<file path="src/rtl/sipo_rx_ctrl_pkg.sv">
// Shared definitions for the serial-to-parallel receive controller:
// FSM state encoding and the bit-counter width helper.
package sipo_rx_ctrl_pkg;

  typedef enum logic [0:0] {
    ST_IDLE  = 1'b0,
    ST_SHIFT = 1'b1
  } state_e;

  // Counter must hold 0..width-1; keep at least one bit for degenerate widths.
  function automatic int bit_cnt_w(input int width);
    if (width < 2) begin
      return 1;
    end else begin
      return $clog2(width);
    end
  endfunction

endpackage

</file>
<file path="src/rtl/sipo_rx_ctrl_if.sv">
// Bit-side and parallel-side signals of the receive controller.
// The master modport drives the controls, the slave modport is the controller.
interface sipo_rx_ctrl_if #(
  parameter int WIDTH = 8
);

  logic             start;
  logic             abort;
  logic             bit_en;
  logic             D;
  logic             ready;
  logic             clr_ovr;
  logic [WIDTH-1:0] data_out;
  logic             valid;
  logic             busy;
  logic             overrun;

  modport master (
    output start, abort, bit_en, D, ready, clr_ovr,
    input  data_out, valid, busy, overrun
  );

  modport slave (
    input  start, abort, bit_en, D, ready, clr_ovr,
    output data_out, valid, busy, overrun
  );

endinterface

</file>
<file path="src/rtl/sipo_shreg.sv">
// WIDTH-bit serial-in shift register, MSB first, with enable and
// synchronous clear.
module sipo_shreg #(
  parameter int WIDTH = 8
) (
  input  logic             clk,
  input  logic             reset,
  input  logic             i_clr,
  input  logic             i_en,
  input  logic             i_d,
  output logic [WIDTH-1:0] o_q
);

  logic [WIDTH-1:0] r_q;

  // Shift register: clear has priority over shifting.
  always_ff @(posedge clk) begin
    if (reset || i_clr) begin
      r_q <= '0;
    end else if (i_en) begin
      r_q <= {r_q[WIDTH-2:0], i_d};
    end else begin
      r_q <= r_q;
    end
  end

  assign o_q = r_q;

endmodule

</file>
<file path="src/rtl/sipo_rx_ctrl.sv">
// Receive controller: frames WIDTH bit strobes into a word, then holds it in
// a double-buffered output register behind a valid/ready handshake.
module sipo_rx_ctrl
  import sipo_rx_ctrl_pkg::*;
#(
  parameter int WIDTH = 8,
  parameter int CNT_W = bit_cnt_w(WIDTH)
) (
  input  logic          clk,
  input  logic          reset,
  sipo_rx_ctrl_if.slave bus
);

  localparam logic [CNT_W-1:0] LAST_BIT = CNT_W'(WIDTH - 1);

  state_e           r_state;
  state_e           w_state_nxt;
  logic [CNT_W-1:0] r_cnt;
  logic [CNT_W-1:0] w_cnt_nxt;
  logic             w_shreg_clr;
  logic             w_shreg_en;
  logic             w_done;
  logic             w_ovr_set;
  logic [WIDTH-1:0] w_shreg_q;
  logic [WIDTH-1:0] w_word;
  logic             w_unused_msb;
  logic [WIDTH-1:0] r_data_out;
  logic             r_valid;
  logic             r_overrun;

  sipo_shreg #(
    .WIDTH (WIDTH)
  ) u_shreg (
    .clk   (clk),
    .reset (reset),
    .i_clr (w_shreg_clr),
    .i_en  (w_shreg_en),
    .i_d   (bus.D),
    .o_q   (w_shreg_q)
  );

  // The completed word includes the bit arriving on the final strobe, so it is
  // taken from the shift register's next value; the oldest stored bit drops out.
  assign w_word       = {w_shreg_q[WIDTH-2:0], bus.D};
  assign w_unused_msb = w_shreg_q[WIDTH-1];

  // Next-state, counter and shift-register control.
  always_comb begin
    w_state_nxt = r_state;
    w_cnt_nxt   = r_cnt;
    w_shreg_clr = 1'b0;
    w_shreg_en  = 1'b0;
    w_done      = 1'b0;
    case (r_state)
      ST_IDLE: begin
        if (bus.start && !bus.abort) begin
          w_state_nxt = ST_SHIFT;
          w_cnt_nxt   = '0;
          w_shreg_clr = 1'b1;
        end else begin
          w_state_nxt = ST_IDLE;
        end
      end
      ST_SHIFT: begin
        if (bus.abort) begin
          w_state_nxt = ST_IDLE;
          w_cnt_nxt   = '0;
          w_shreg_clr = 1'b1;
        end else if (bus.bit_en) begin
          w_shreg_en = 1'b1;
          if (r_cnt == LAST_BIT) begin
            w_state_nxt = ST_IDLE;
            w_cnt_nxt   = '0;
            w_done      = 1'b1;
          end else begin
            w_cnt_nxt = r_cnt + CNT_W'(1);
          end
        end else begin
          w_state_nxt = ST_SHIFT;
        end
      end
      default: begin
        w_state_nxt = ST_IDLE;
        w_cnt_nxt   = '0;
        w_shreg_clr = 1'b1;
      end
    endcase
  end

  // FSM state and bit counter.
  always_ff @(posedge clk) begin
    if (reset) begin
      r_state <= ST_IDLE;
      r_cnt   <= '0;
    end else begin
      r_state <= w_state_nxt;
      r_cnt   <= w_cnt_nxt;
    end
  end

  // Holding register: a completed word is dropped if the previous one is stuck.
  always_ff @(posedge clk) begin
    if (reset) begin
      r_data_out <= '0;
      r_valid    <= 1'b0;
    end else if (w_done && (!r_valid || bus.ready)) begin
      r_data_out <= w_word;
      r_valid    <= 1'b1;
    end else if (r_valid && bus.ready) begin
      r_valid    <= 1'b0;
    end else begin
      r_valid    <= r_valid;
    end
  end

  assign w_ovr_set = w_done && r_valid && !bus.ready;

  // Sticky overrun; a new drop outranks a simultaneous clear.
  always_ff @(posedge clk) begin
    if (reset) begin
      r_overrun <= 1'b0;
    end else if (w_ovr_set) begin
      r_overrun <= 1'b1;
    end else if (bus.clr_ovr) begin
      r_overrun <= 1'b0;
    end else begin
      r_overrun <= r_overrun;
    end
  end

  assign bus.data_out = r_data_out;
  assign bus.valid    = r_valid;
  assign bus.busy     = (r_state == ST_SHIFT);
  assign bus.overrun  = r_overrun;

endmodule

</file>
<file path="src/flat_wrapper.sv">
// flat-port wrapper written by rule: the top's interface ports become plain ports
module sipo_rx_ctrl_flat import sipo_rx_ctrl_pkg::*;
#(
  parameter int WIDTH = 8,
  parameter int CNT_W = bit_cnt_w(WIDTH)
)
  (clk, reset, bus_start, bus_abort, bus_bit_en, bus_D, bus_ready, bus_clr_ovr, bus_data_out, bus_valid, bus_busy, bus_overrun);
  sipo_rx_ctrl_if #(.WIDTH(WIDTH)) bus_i ();
  input  logic clk;
  input  logic reset;
  input wire logic [$bits(bus_i.start)-1:0] bus_start;
  input wire logic [$bits(bus_i.abort)-1:0] bus_abort;
  input wire logic [$bits(bus_i.bit_en)-1:0] bus_bit_en;
  input wire logic [$bits(bus_i.D)-1:0] bus_D;
  input wire logic [$bits(bus_i.ready)-1:0] bus_ready;
  input wire logic [$bits(bus_i.clr_ovr)-1:0] bus_clr_ovr;
  output wire logic [$bits(bus_i.data_out)-1:0] bus_data_out;
  output wire logic [$bits(bus_i.valid)-1:0] bus_valid;
  output wire logic [$bits(bus_i.busy)-1:0] bus_busy;
  output wire logic [$bits(bus_i.overrun)-1:0] bus_overrun;
  assign bus_i.start = bus_start;
  assign bus_i.abort = bus_abort;
  assign bus_i.bit_en = bus_bit_en;
  assign bus_i.D = bus_D;
  assign bus_i.ready = bus_ready;
  assign bus_i.clr_ovr = bus_clr_ovr;
  assign bus_data_out = bus_i.data_out;
  assign bus_valid = bus_i.valid;
  assign bus_busy = bus_i.busy;
  assign bus_overrun = bus_i.overrun;
  sipo_rx_ctrl #(.WIDTH(WIDTH), .CNT_W(CNT_W)) u_core (.clk(clk), .reset(reset), .bus(bus_i));
endmodule
</file>
<file path="config.mk">
export PLATFORM = sky130hd
export DESIGN_NAME = sipo_rx_ctrl_flat
export DESIGN_NICKNAME = d
export VERILOG_FILES = /design/src/rtl/sipo_rx_ctrl_pkg.sv /design/src/rtl/sipo_rx_ctrl_if.sv /design/src/rtl/sipo_shreg.sv /design/src/rtl/sipo_rx_ctrl.sv /design/src/flat_wrapper.sv
export SDC_FILE = /design/constraint.sdc
export NUM_CORES = 1
export LEC_CHECK = 0
export CORE_MARGIN = 5
export CORE_UTILIZATION = 30
export CTS_BUF_LIST = sky130_fd_sc_hd__clkbuf_16
export CTS_CLUSTER_SIZE = 10
export DETAILED_ROUTE_END_ITERATION = 10
export GPL_TIMING_DRIVEN = 0
export PLACE_DENSITY = 0.5
export RECOVER_POWER = 50
export SYNTH_ARGS = -nofsm -noshare
export SYNTH_HDL_FRONTEND = slang
export SYNTH_HIERARCHICAL = 1
export SYNTH_SLANG_ARGS = --single-unit
</file>
<file path="constraint.sdc">
create_clock -name clk -period 1.6 [get_ports clk]
set_input_delay 0.32 -clock clk [delete_from_list [all_inputs] [get_ports clk]]
set_output_delay 0.32 -clock clk [all_outputs]
set_load 0.01 [all_outputs]
</file>
# [Word-level counts from Yosys, hierarchy flattened]
# Index checks and enable logic that the tools add are counted.
[word_totals] reg_bits=21 latchBits=0 ram_bits=0 romBits=0 inputBits=8 output_inout_bits=11 wordCells=47 mem_count=0
[classes] n_addsub=1 n_mul=0 div_mod_pow=0 order_cmp=0 n_eq_ne=3 shift=0 muxes=23 n_bitwise=1 reduce_logical=13
[ops] cell="1-bit 2-to-1 mux" count=16
[ops] cell="3-bit 2-to-1 mux" count=4
[ops] cell="3-bit case mux with 2 select lines" count=1
[ops] cell="1-bit logical AND" count=5
[ops] cell="1-bit case mux with 2 select lines" count=2
[ops] cell="2-bit nonzero test" count=2
[ops] cell="3-bit by 1-bit adder with 3-bit output, second input constant" count=1
[ops] cell="3-bit == test, second input constant" count=1
[ops] cell="1-bit zero test" count=3
[ops] cell="3-bit inequality test, second input constant" count=1
[ops] cell="1-bit logical OR" count=2
[ops] cell="2-bit by 1-bit inequality test with 1-bit output, second input constant" count=1
[ops] cell="2-bit AND reduction" count=1
[ops] cell="1-bit inverter" count=1

# [Longest topological paths before layout]
[logic_depth] word_depth=8 mapped_depth=6 depth_no_buf=5

# [Modules after synthesis]
# The synthesis kept the hierarchy.
[by_module_without_submodules] module="sipo_rx_ctrl" instances=1 cells_each=66 area_each_um2=643.1 seq_area_each_um2=280.3
[by_module_without_submodules] module="sipo_shreg" instances=1 cells_each=27 area_each_um2=295.3 seq_area_each_um2=160.2

# [Worst setup path before layout]
# Ideal clock, no wire load.
[synth_path] path_type="register -> register" from="register u_core.r_cnt[0]" to="register u_core.r_data_out[0] (netlist: u_core/bus.data_out[0])" setup_time_ns=0.072 arrival_time_ns=1.279 path_slack_ns=0.249 stages_incl_launch_ff=7 path_buffers=1 cell_sequence="dfxtp_1 ha_1 ha_1 nand4b_1 nor2b_1 buf_2 mux2i_1"
[synth_via] elab_chain_len=6
[synth_lines] element="start: declaration" line_no="sipo_rx_ctrl.sv:18" text="logic [CNT_W-1:0] r_cnt;"
[synth_lines] element="start signal: assignment" line_no="sipo_rx_ctrl.sv:97" text="r_cnt <= w_cnt_nxt;"
[synth_lines] element="3-bit == test" line_no="sipo_rx_ctrl.sv:71" text="if (r_cnt == LAST_BIT) begin"
[synth_lines] element="1-bit 2-to-1 mux" line_no="sipo_rx_ctrl.sv:71"
[synth_lines] element="1-bit 2-to-1 mux" line_no="sipo_rx_ctrl.sv:69" text="end else if (bus.bit_en) begin"
[synth_lines] element="1-bit 2-to-1 mux" line_no="sipo_rx_ctrl.sv:65" text="if (bus.abort) begin"
[synth_lines] element="1-bit 2-to-1 mux" line_no="sipo_rx_ctrl.sv:54" text="case (r_state)"
[synth_lines] element="1-bit logical AND" line_no="sipo_rx_ctrl.sv:106" text="end else if (w_done && (!r_valid || bus.ready)) begin"
[synth_lines] element="end signal: assignment" line_no="sipo_rx_ctrl.sv:107" text="r_data_out <= w_word;"
[synth_lines] element="end: declaration" line_no="sipo_rx_ctrl.sv:27" text="logic [WIDTH-1:0] r_data_out;"
# Every way passes these cells.
# A chain may end at the register's enable or synchronous reset.

# [Final worst setup path]
[layout_path] from="register u_core.r_state (netlist: u_core/bus.busy)" to="output bus_busy"
[layout_rtl] element="start: declaration" line_no="sipo_rx_ctrl.sv:16" text="state_e r_state;"
[layout_rtl] element="start signal: assignment" line_no="sipo_rx_ctrl.sv:96" text="r_state <= w_state_nxt;"
[layout_rtl] element="end: declaration" line_no="flat_wrapper.sv:19" text="output wire logic [$bits(bus_i.busy)-1:0] bus_busy;"
# No word-level cell between the ends.

==> results.cfg <==
[outcome]
status = complete, no violations

[pwr]
p_per_area_nw_per_um2 = 907
p_total_w = 0.00111
p_leak_nw = 0.462
ir_drop_uv = 487

[worst_setup_path]
path_max_fanout = 9
crit_chain = clkdlybuf4s50_1
end_kind = primary output
cpPeakStageDelay_ns = 0.56
crit_type = reg -> out
critPathRequiredTime_ns = 1.28
startpoint_type = flop
cp.arrival_ns = 1.21
crit_family = buffers and inverters
cp_slowest_cell = clkdlybuf4s50_1
path_buf_inv = 1

[placed_design]
io_buffers = 18
pre_cts_slack_ns = -0.187
gp_congestion = 0.716
post-place-cells = 141
postPlaceCellArea_sq_um = 1130
hpwl_mm = 1.21

[cells_and_area]
syn2layout_area_growth_pct = 35.0
num_antenna_cells = 0
final_cell_area_sq_um = 1220
fillerInstances = 315
nNetsFinal = 124
final_cell_count_no_fill = 146
drive_gt1_frac = 0.0796

[clocking]
clock-sinks = 21
cts-root-buf = clkbuf_16
cts_made_buffers = 3
cts_tree = yes
clk_pin_slew_ns = 0.06
cts_hold_buffers = 0
htree_levels = 1
clock_latency_ns = 0.25
clk_path_buf_depth = 2

[sta]
tightest_slew_ns = 0.427
setup_ws_ns = 0.0743
min_period_ns = 1.53
max_freq_mhz = 655
finalHoldViolations = 0
finalCritPeriodShare = 0.954
clock_skew_ns = 0.00458
timing.setup.tns_ns = 0
relSlewSlack = 0.713
finalMaxSlewViolations = 0
rsz0062_at_grt = false
final-setup-viol-count = 0

[global_route]
antenna_found_initial = 0
grt_max_degree = 13
grt_overflow_total = 0
grt_pass1_vias = 633
grt_pass1_wl_mm = 2.73
grt_usage = 0.0827

[die]
coreArea_sq_um = 2980
start_util = 0.304
io_pins = 19
die_y_microns = 64.9
dieArea_sq_um = 4210
die_w_microns = 64.9
rows = 20

[worst_hold_path]
hp-class = reg -> reg

[route]
viasPerCell = 4.45
drcViolationCount = 0
num_vias = 649
drtPass1Iterations = 3
routed_wl_mm = 1.60
drtAntennaViolNets = 0
drt_iter0_drc = 6
wl_per_cell_microns = 11.0

[logic_synthesis]
syn-cell-area_sq_um = 905
syn-instance-count = 90
ys_warn_count = 6
synthesis.nets = 100
synth_area_per_cell_sq_um = 10.1

[run]
maxCapViolCount = 0
-- what timing repair did --
| item | CTS | global route |
|---|---|---|
| setup endpoints to repair | 1 | 8 |
| setup buffers | 0 | 1 |
| gates cloned | 0 | 0 |
| resized for setup | 1 | 3 |
| hold endpoints to repair | 0 | 0 |
-- layout make-up --
cell class | instances | area (sq um) | area share
plain buffers | 5 | 37.5 | 0.0307
clock inverters | 1 | 5.00 | 0.00410
clock buffers | 3 | 75.1 | 0.0615
well taps | 33 | 41.3 | 0.0338
inverters | 2 | 7.51 | 0.00615
flip-flops and latches | 21 | 422 | 0.345
repair buffers | 19 | 188 | 0.154
multi-input cells | 62 | 445 | 0.365
-- worst paths after layout --
path / cells after the start / start / slack, ns / endpoint
min: 2 / u_core/bus.data_out[3] / 0.47 / u_core/bus.data_out[3]
min reg2reg: 2 / u_core/bus.data_out[3] / 0.47 / u_core/bus.data_out[3]
max: 1 / u_core/bus.busy / 0.07 / bus_busy
max reg2reg: 6 / u_core/r_cnt[0] / 0.16 / u_core/bus.data_out[1]
-- metal layers --
layer	track usage	wire length (microns)	vias to the layer above
met1	0.0941	739	290
met4	0.0317	23	0
li1	-	-	347
met5	0	0	-
met2	0.143	782	10
met3	0.0260	60	2
-- where the power goes --
group | switching [W] | total, W | internal, W
sequential | 0.00000302 | 0.000528 | 0.000525
clock | 0.000183 | 0.000518 | 0.000335
combinational | 0.0000252 | 0.0000612 | 0.0000360
total | 0.000211 | 0.00111 | 0.000896
-- metrics by stage --
stage / util / hold WS, ns
2_1_floorplan: - / 0.399
3_3_place_gp: 0.378 / 0.458
3_5_place_dp: 0.378 / 0.460
5_1_grt: 0.410 / 0.496
6_report: 0.410 / 0.469
4_1_cts: 0.405 / 0.474
-- sequential cells by signal, indices dropped and copies added (netlist names) --
register / cells
u_core/u_shreg/o_q: 7
u_core/bus.data_out: 8
u_core/bus.valid: 1
u_core/bus.busy: 1
u_core/r_cnt: 3
u_core/bus.overrun: 1
-- cell usage in the layout, fill, tap and decap left out, drive strengths merged, types with 2 or more instances in the layout --
cell / count
nand2b: 18
ha: 2
inv: 2
dlygate4sd3: 10
nor3: 2
mux2i: 15
dfxtp: 21
nor2b: 3
clkbuf: 6
nor2: 8
a22o: 2
o21ai: 2
buf: 3
clkdlybuf4s50: 8
Power figures use the tool's default switching activity.
